**src/rtl/instr_fetch_unit.sv**
```systemverilog
`default_nettype none
// ============================================================================
//  Module   : instr_fetch_unit
//  Purpose  : PC register, single-outstanding imem fetch, DEPTH-entry
//             instruction FIFO and branch redirect with wrong-path discard.
//  Options  : IFU_ALIGN_CHECK_EN enables the sticky misalign_err flag.
//  Revision : 1.0  initial release
// ============================================================================
module instr_fetch_unit #(
    parameter int                ADDR_W   = 32,
    parameter int                DEPTH    = 2,
    parameter logic [ADDR_W-1:0] RESET_PC = '0
) (
    input  logic              clk,
    input  logic              rst,
    output logic              imem_req_valid,
    input  logic              imem_req_ready,
    output logic [ADDR_W-1:0] imem_req_addr,
    input  logic              imem_rsp_valid,
    input  logic [31:0]       imem_rsp_data,
    input  logic              redirect_valid,
    input  logic [ADDR_W-1:0] redirect_pc,
    output logic              instr_valid,
    input  logic              instr_ready,
    output logic [31:0]       instr_data,
    output logic [ADDR_W-1:0] instr_pc,
    output logic [1:0]        instr_op,
    output logic [5:0]        instr_funct,
    output logic              misalign_err
);

    localparam int                PTR_W        = (DEPTH > 1) ? $clog2(DEPTH) : 1;
    localparam int                CNT_W        = PTR_W + 1;
    localparam logic [CNT_W-1:0]  c_depth      = CNT_W'(DEPTH);
    localparam logic [ADDR_W-1:0] c_pc_inc     = ADDR_W'(4);
    localparam logic [ADDR_W-1:0] c_align_mask = ADDR_W'(3);

    typedef enum logic [1:0] {
        ST_FETCH = 2'd0,
        ST_WAIT  = 2'd1,
        ST_DRAIN = 2'd2
    } state_t;

    state_t             state_q, state_d;
    logic [ADDR_W-1:0]  pc_q, pc_d;
    logic [ADDR_W-1:0]  req_pc_q, req_pc_d;
    logic [PTR_W-1:0]   wr_ptr_q, wr_ptr_d;
    logic [PTR_W-1:0]   rd_ptr_q, rd_ptr_d;
    logic [CNT_W-1:0]   count_q, count_d;
    logic [31:0]        mem_data_q [DEPTH];
    logic [31:0]        mem_data_d [DEPTH];
    logic [ADDR_W-1:0]  mem_pc_q   [DEPTH];
    logic [ADDR_W-1:0]  mem_pc_d   [DEPTH];

    logic               w_req_fire;
    logic               w_push;
    logic               w_pop;
    logic [ADDR_W-1:0]  w_redirect_tgt;

    assign w_redirect_tgt = redirect_pc & ~c_align_mask;

    assign imem_req_valid = !rst && (state_q == ST_FETCH) && (count_q < c_depth)
                            && !redirect_valid;
    assign imem_req_addr  = pc_q;
    assign w_req_fire     = imem_req_valid && imem_req_ready;

    // Only a response to a live (non-discarded) request enters the FIFO.
    assign w_push = imem_rsp_valid && (state_q == ST_WAIT) && !redirect_valid;

    assign instr_valid = !rst && (count_q != '0);
    assign w_pop       = instr_valid && instr_ready && !redirect_valid;

    assign instr_data  = mem_data_q[rd_ptr_q];
    assign instr_pc    = mem_pc_q[rd_ptr_q];
    assign instr_op    = instr_data[27:26];
    assign instr_funct = instr_data[25:20];

    always_ff @(posedge clk) begin
        if (rst) begin
            state_q <= ST_FETCH;
        end else begin
            state_q <= state_d;
        end
    end

    always_comb begin
        state_d = state_q;
        unique case (state_q)
            ST_FETCH: begin
                if (w_req_fire) begin
                    state_d = ST_WAIT;
                end
            end
            ST_WAIT: begin
                // A redirect coinciding with the response drops it and needs no drain.
                if (imem_rsp_valid) begin
                    state_d = ST_FETCH;
                end else if (redirect_valid) begin
                    state_d = ST_DRAIN;
                end
            end
            ST_DRAIN: begin
                if (imem_rsp_valid) begin
                    state_d = ST_FETCH;
                end
            end
            default: state_d = ST_FETCH;
        endcase
    end

    always_comb begin
        pc_d       = pc_q;
        req_pc_d   = req_pc_q;
        wr_ptr_d   = wr_ptr_q;
        rd_ptr_d   = rd_ptr_q;
        count_d    = count_q;
        mem_data_d = mem_data_q;
        mem_pc_d   = mem_pc_q;

        if (redirect_valid) begin
            pc_d = w_redirect_tgt;
        end else if (w_req_fire) begin
            pc_d     = pc_q + c_pc_inc;
            req_pc_d = pc_q;
        end

        if (w_push) begin
            mem_data_d[wr_ptr_q] = imem_rsp_data;
            mem_pc_d[wr_ptr_q]   = req_pc_q;
            wr_ptr_d             = wr_ptr_q + PTR_W'(1);
        end

        if (w_pop) begin
            rd_ptr_d = rd_ptr_q + PTR_W'(1);
        end

        if (redirect_valid) begin
            wr_ptr_d = '0;
            rd_ptr_d = '0;
            count_d  = '0;
        end else begin
            unique case ({w_push, w_pop})
                2'b10:   count_d = count_q + CNT_W'(1);
                2'b01:   count_d = count_q - CNT_W'(1);
                default: count_d = count_q;
            endcase
        end
    end

    always_ff @(posedge clk) begin
        if (rst) begin
            pc_q     <= RESET_PC;
            req_pc_q <= '0;
            wr_ptr_q <= '0;
            rd_ptr_q <= '0;
            count_q  <= '0;
            for (int i = 0; i < DEPTH; i++) begin
                mem_data_q[i] <= '0;
                mem_pc_q[i]   <= '0;
            end
        end else begin
            pc_q       <= pc_d;
            req_pc_q   <= req_pc_d;
            wr_ptr_q   <= wr_ptr_d;
            rd_ptr_q   <= rd_ptr_d;
            count_q    <= count_d;
            mem_data_q <= mem_data_d;
            mem_pc_q   <= mem_pc_d;
        end
    end

`ifdef IFU_ALIGN_CHECK_EN
    logic err_q, err_d;

    always_comb begin
        err_d = err_q;
        if (redirect_valid && (redirect_pc[1:0] != 2'b00)) begin
            err_d = 1'b1;
        end
    end

    always_ff @(posedge clk) begin
        if (rst) begin
            err_q <= 1'b0;
        end else begin
            err_q <= err_d;
        end
    end

    assign misalign_err = err_q;
`else
    assign misalign_err = 1'b0;
`endif

endmodule
`default_nettype wire

```
**config.mk**
```make
export PLATFORM = sky130hd
export DESIGN_NAME = instr_fetch_unit
export DESIGN_NICKNAME = d
export VERILOG_FILES = /design/src/rtl/instr_fetch_unit.sv
export SDC_FILE = /design/constraint.sdc
export NUM_CORES = 1
export LEC_CHECK = 0
export ABC_AREA = 1
export CORE_UTILIZATION = 51
export CTS_BUF_LIST = sky130_fd_sc_hd__clkbuf_8 sky130_fd_sc_hd__clkbuf_16
export DETAILED_ROUTE_END_ITERATION = 10
export GPL_TIMING_DRIVEN = 0
export HOLD_SLACK_MARGIN = 0.06
export PLACE_DENSITY = 0.8
export SLEW_MARGIN = 15
export SYNTH_ARGS = -nofsm -noshare
export SYNTH_HDL_FRONTEND = slang
export SYNTH_SLANG_ARGS = --single-unit
```
**constraint.sdc**
```tcl
create_clock -name clk -period 1.9 [get_ports clk]
set_input_delay 0.285 -clock clk [delete_from_list [all_inputs] [get_ports clk]]
set_output_delay 0.285 -clock clk [all_outputs]
set_load 0.05 [all_outputs]
```
==> impl_metrics.tcl, run 1 <==
set metrics [dict create \
    synth_fa_ha_area_frac 0.00298 \
    worst_pin_slew_ps 745 \
    finalWorstSetupSlack_ps 11.1 \
    grt_usage 0.298 \
    synth_xor_area_frac 0.00939 \
    crit_chain "clkbuf_16, buf_8, nand2_1, o21ai_0, buf_4" \
    yosysTopAreaCell "dfxtp_1" \
    p_leak_nw 4.43 \
    synth_edf_count 0 \
    clkSinkCount 190 \
    clk_latency_ps 430 \
    clockBufferDepth 2 \
    synth-seq-cells 190 \
    synth.area.top_cells "dfxtp_1, nand2_1, o21ai_0" \
    yosys.area_share.simple 0.217 \
    antenna_left 0 \
    start_kind "flop" \
    cp_data_arrival_time_ps 1600 \
    netlist_instances 1214 \
    gp_congestion 0.940 \
    synth_top_family_by_area "simple AND/OR/NAND/NOR gates" \
    io_buffers 167 \
    required_ps 1620 \
    hold_violations 0 \
    slew_viol_final 0 \
    globalRouteOverflowTotal 0 \
    post-place-ws_ps -991 \
    peakVddDrop_mv 0.720 \
    antenna_found_initial 0 \
    grt_pass1_vias 7800 \
    hp-class "input port to flop" \
    drc 0 \
    status "finished, final reports clean" \
    viasPerCell 5.25 \
    power.total_mw 8.50 \
    syn_avg_cell_area_sq_um 6.91 \
    mostFrequentLayoutCells "nand2_1, dfxtp_1, a21oi_1, inv_1, o21ai_0" \
    cp_slowest_cell "dfxtp_4" \
    ios 177 \
    rsz0062_at_grt "yes" \
    totalWireLength_um 24700 \
    holdBufCountCts 0 \
    clk_pin_slew_ps 60 \
    fin_crit_ps 1890 \
    h-tree-depth 4 \
    synthMuxAreaShare 0 \
    synth_compound_area_frac 0.203 \
    power_density_nw_per_um2 779 \
    grt_pass1_wl_um 39000 \
    grt_max_degree 17 \
    final_common_cell "nand2_1" \
    drv_cap 0 \
    synth_top_area_share 0.453 \
    n_antenna_cell 0 \
    clock_skew_ps 4.21 \
    cp_max_fo 10 \
    cp_num_buf_inv 3 \
    synth_flop_cell "dfxtp_1" \
    worst-setup-path-type "flop to primary output" \
    async_reset_ff_frac 0 \
    dp_hpwl_um 17500 \
    drive_gt1_frac 0.135 \
    die_h_um 130 \
    worstSetupEndpointType "primary output" \
    cts_made_buffers 17 \
    yosys_warnings 0 \
    syn_to_final_growth_pct 30.2 \
    start_util 0.524 \
    drt_pre_antenna_iters 5 \
    synth.distinct_cells 30 \
    cts_tree "built" \
    crit_family "buffers and inverters" \
    drt-initial-drc-count 773 \
    num_rows 46 \
    syn_area_sq_um 8390 \
    wire_per_inst_um 15.1 \
    die_w_um 130 \
    maxSlewHeadroom 0.504 \
    max_stage_delay_ps 410 \
    root_buffer "clkbuf_16" \
    vias 8569 \
    fin_crit_sh 0.994 \
    seq_area_frac_synth 0.453 \
    coreArea_sq_um 16000 \
    setup_viol 0 \
    dieArea_sq_um 17000 \
    fmax_ghz 0.529 \
    nets 1475 \
]
[stage by stage]
stage,TNS (ps),cells,util,hold slack [ps],cell area (sq um)
after floorplan,-4690,1218,-,424,8430
after global placement,-86410,1601,0.648,433,10400
after detailed placement,-88630,1601,0.648,439,10400
after CTS,-89.2,1631,0.672,234,10700
after global routing,-253,1631,0.683,270,10900
final,0,1631,0.683,251,10900
[registers in the layout, indices dropped and copies added, names as in the netlist]
register       flops
mem_data_q        64
mem_pc_q          60
imem_req_addr     30
req_pc_q          30
count_q            2
state_q            2
rd_ptr_q           1
wr_ptr_q           1
[tightest hold or removal path: cells and delay by family]
kind            cells  cell delay [ps]
compound gates      1               40
buf+inv             2              240
simple gates        1               60
[routing by layer]
layer,vias up,global-route usage,routed length (um)
li1,4268,-,-
met1,3885,0.388,10400
met4,0,0.122,532
met5,-,0,0
met3,38,0.0463,2120
met2,378,0.493,11600
[cells in the mapped netlist (8+ instances only)]
cell type / count
a21oi_1: 154
xor2_1: 8
o21ai_0: 173
buf_4: 14
nand4_1: 12
nor3_1: 10
nand2_1: 301
dfxtp_1: 190
nor2_1: 88
inv_1: 130
buf_2: 15
nand3_1: 37
clkbuf_1: 49
[area by class of cell]
type / instances / area [sq um]
multi-input combinational: 806 / 3730
clock inverter: 11 / 93.8
sequential: 190 / 3810
buffer: 88 / 549
tap: 216 / 270
timing repair buffer: 167 / 1500
inverter: 133 / 499
fill: 1442 / 5080
clock buffer: 20 / 467
[where the power goes]
part,internal [mW],leakage [nW],total (mW),switching [mW]
sequential,4.07,1.54,4.17,0.0940
combinational,0.321,2.61,0.922,0.600
clock,1.89,0.269,3.41,1.52
total,6.29,4.43,8.50,2.22
[what timing repair did]
item	4_1_cts	5_1_grt
setup endpoints to repair	105	90
hold endpoints to repair	0	0
setup buffers	0	0
resized for setup	477	104
pin swaps	0	1
[cell families (layout without fill, tap and decap cells)]
group / after synthesis / in the layout
flip-flops: 190 / 190
AO/OA/AOI/OAI: 337 / 337
other: 1 / 5
adder cells (fa/ha/maj): 2 / 2
AND/OR/NAND/NOR: 453 / 453
XOR/XNOR: 9 / 9
buffers and inverters: 222 / 419
[worst paths after layout]
kind	slack (ps)	start	cells past startpoint	to
worst min-delay path	250	rst	4	rd_ptr_q
worst max-delay path	10	rd_ptr_q	5	instr_data[29]
worst min register to register	450	mem_data_q[38]	2	mem_data_q[38]
worst max register to register	100	state_q[1]	9	mem_pc_q[42]
(Power assumes the default switching activity.)
==> run 2, diff against run 1 <==
- CAP_MARGIN: unset -> 5
==> results of run 2 <==
No change in the layout: final DEF, timing and power equal those of run 1.
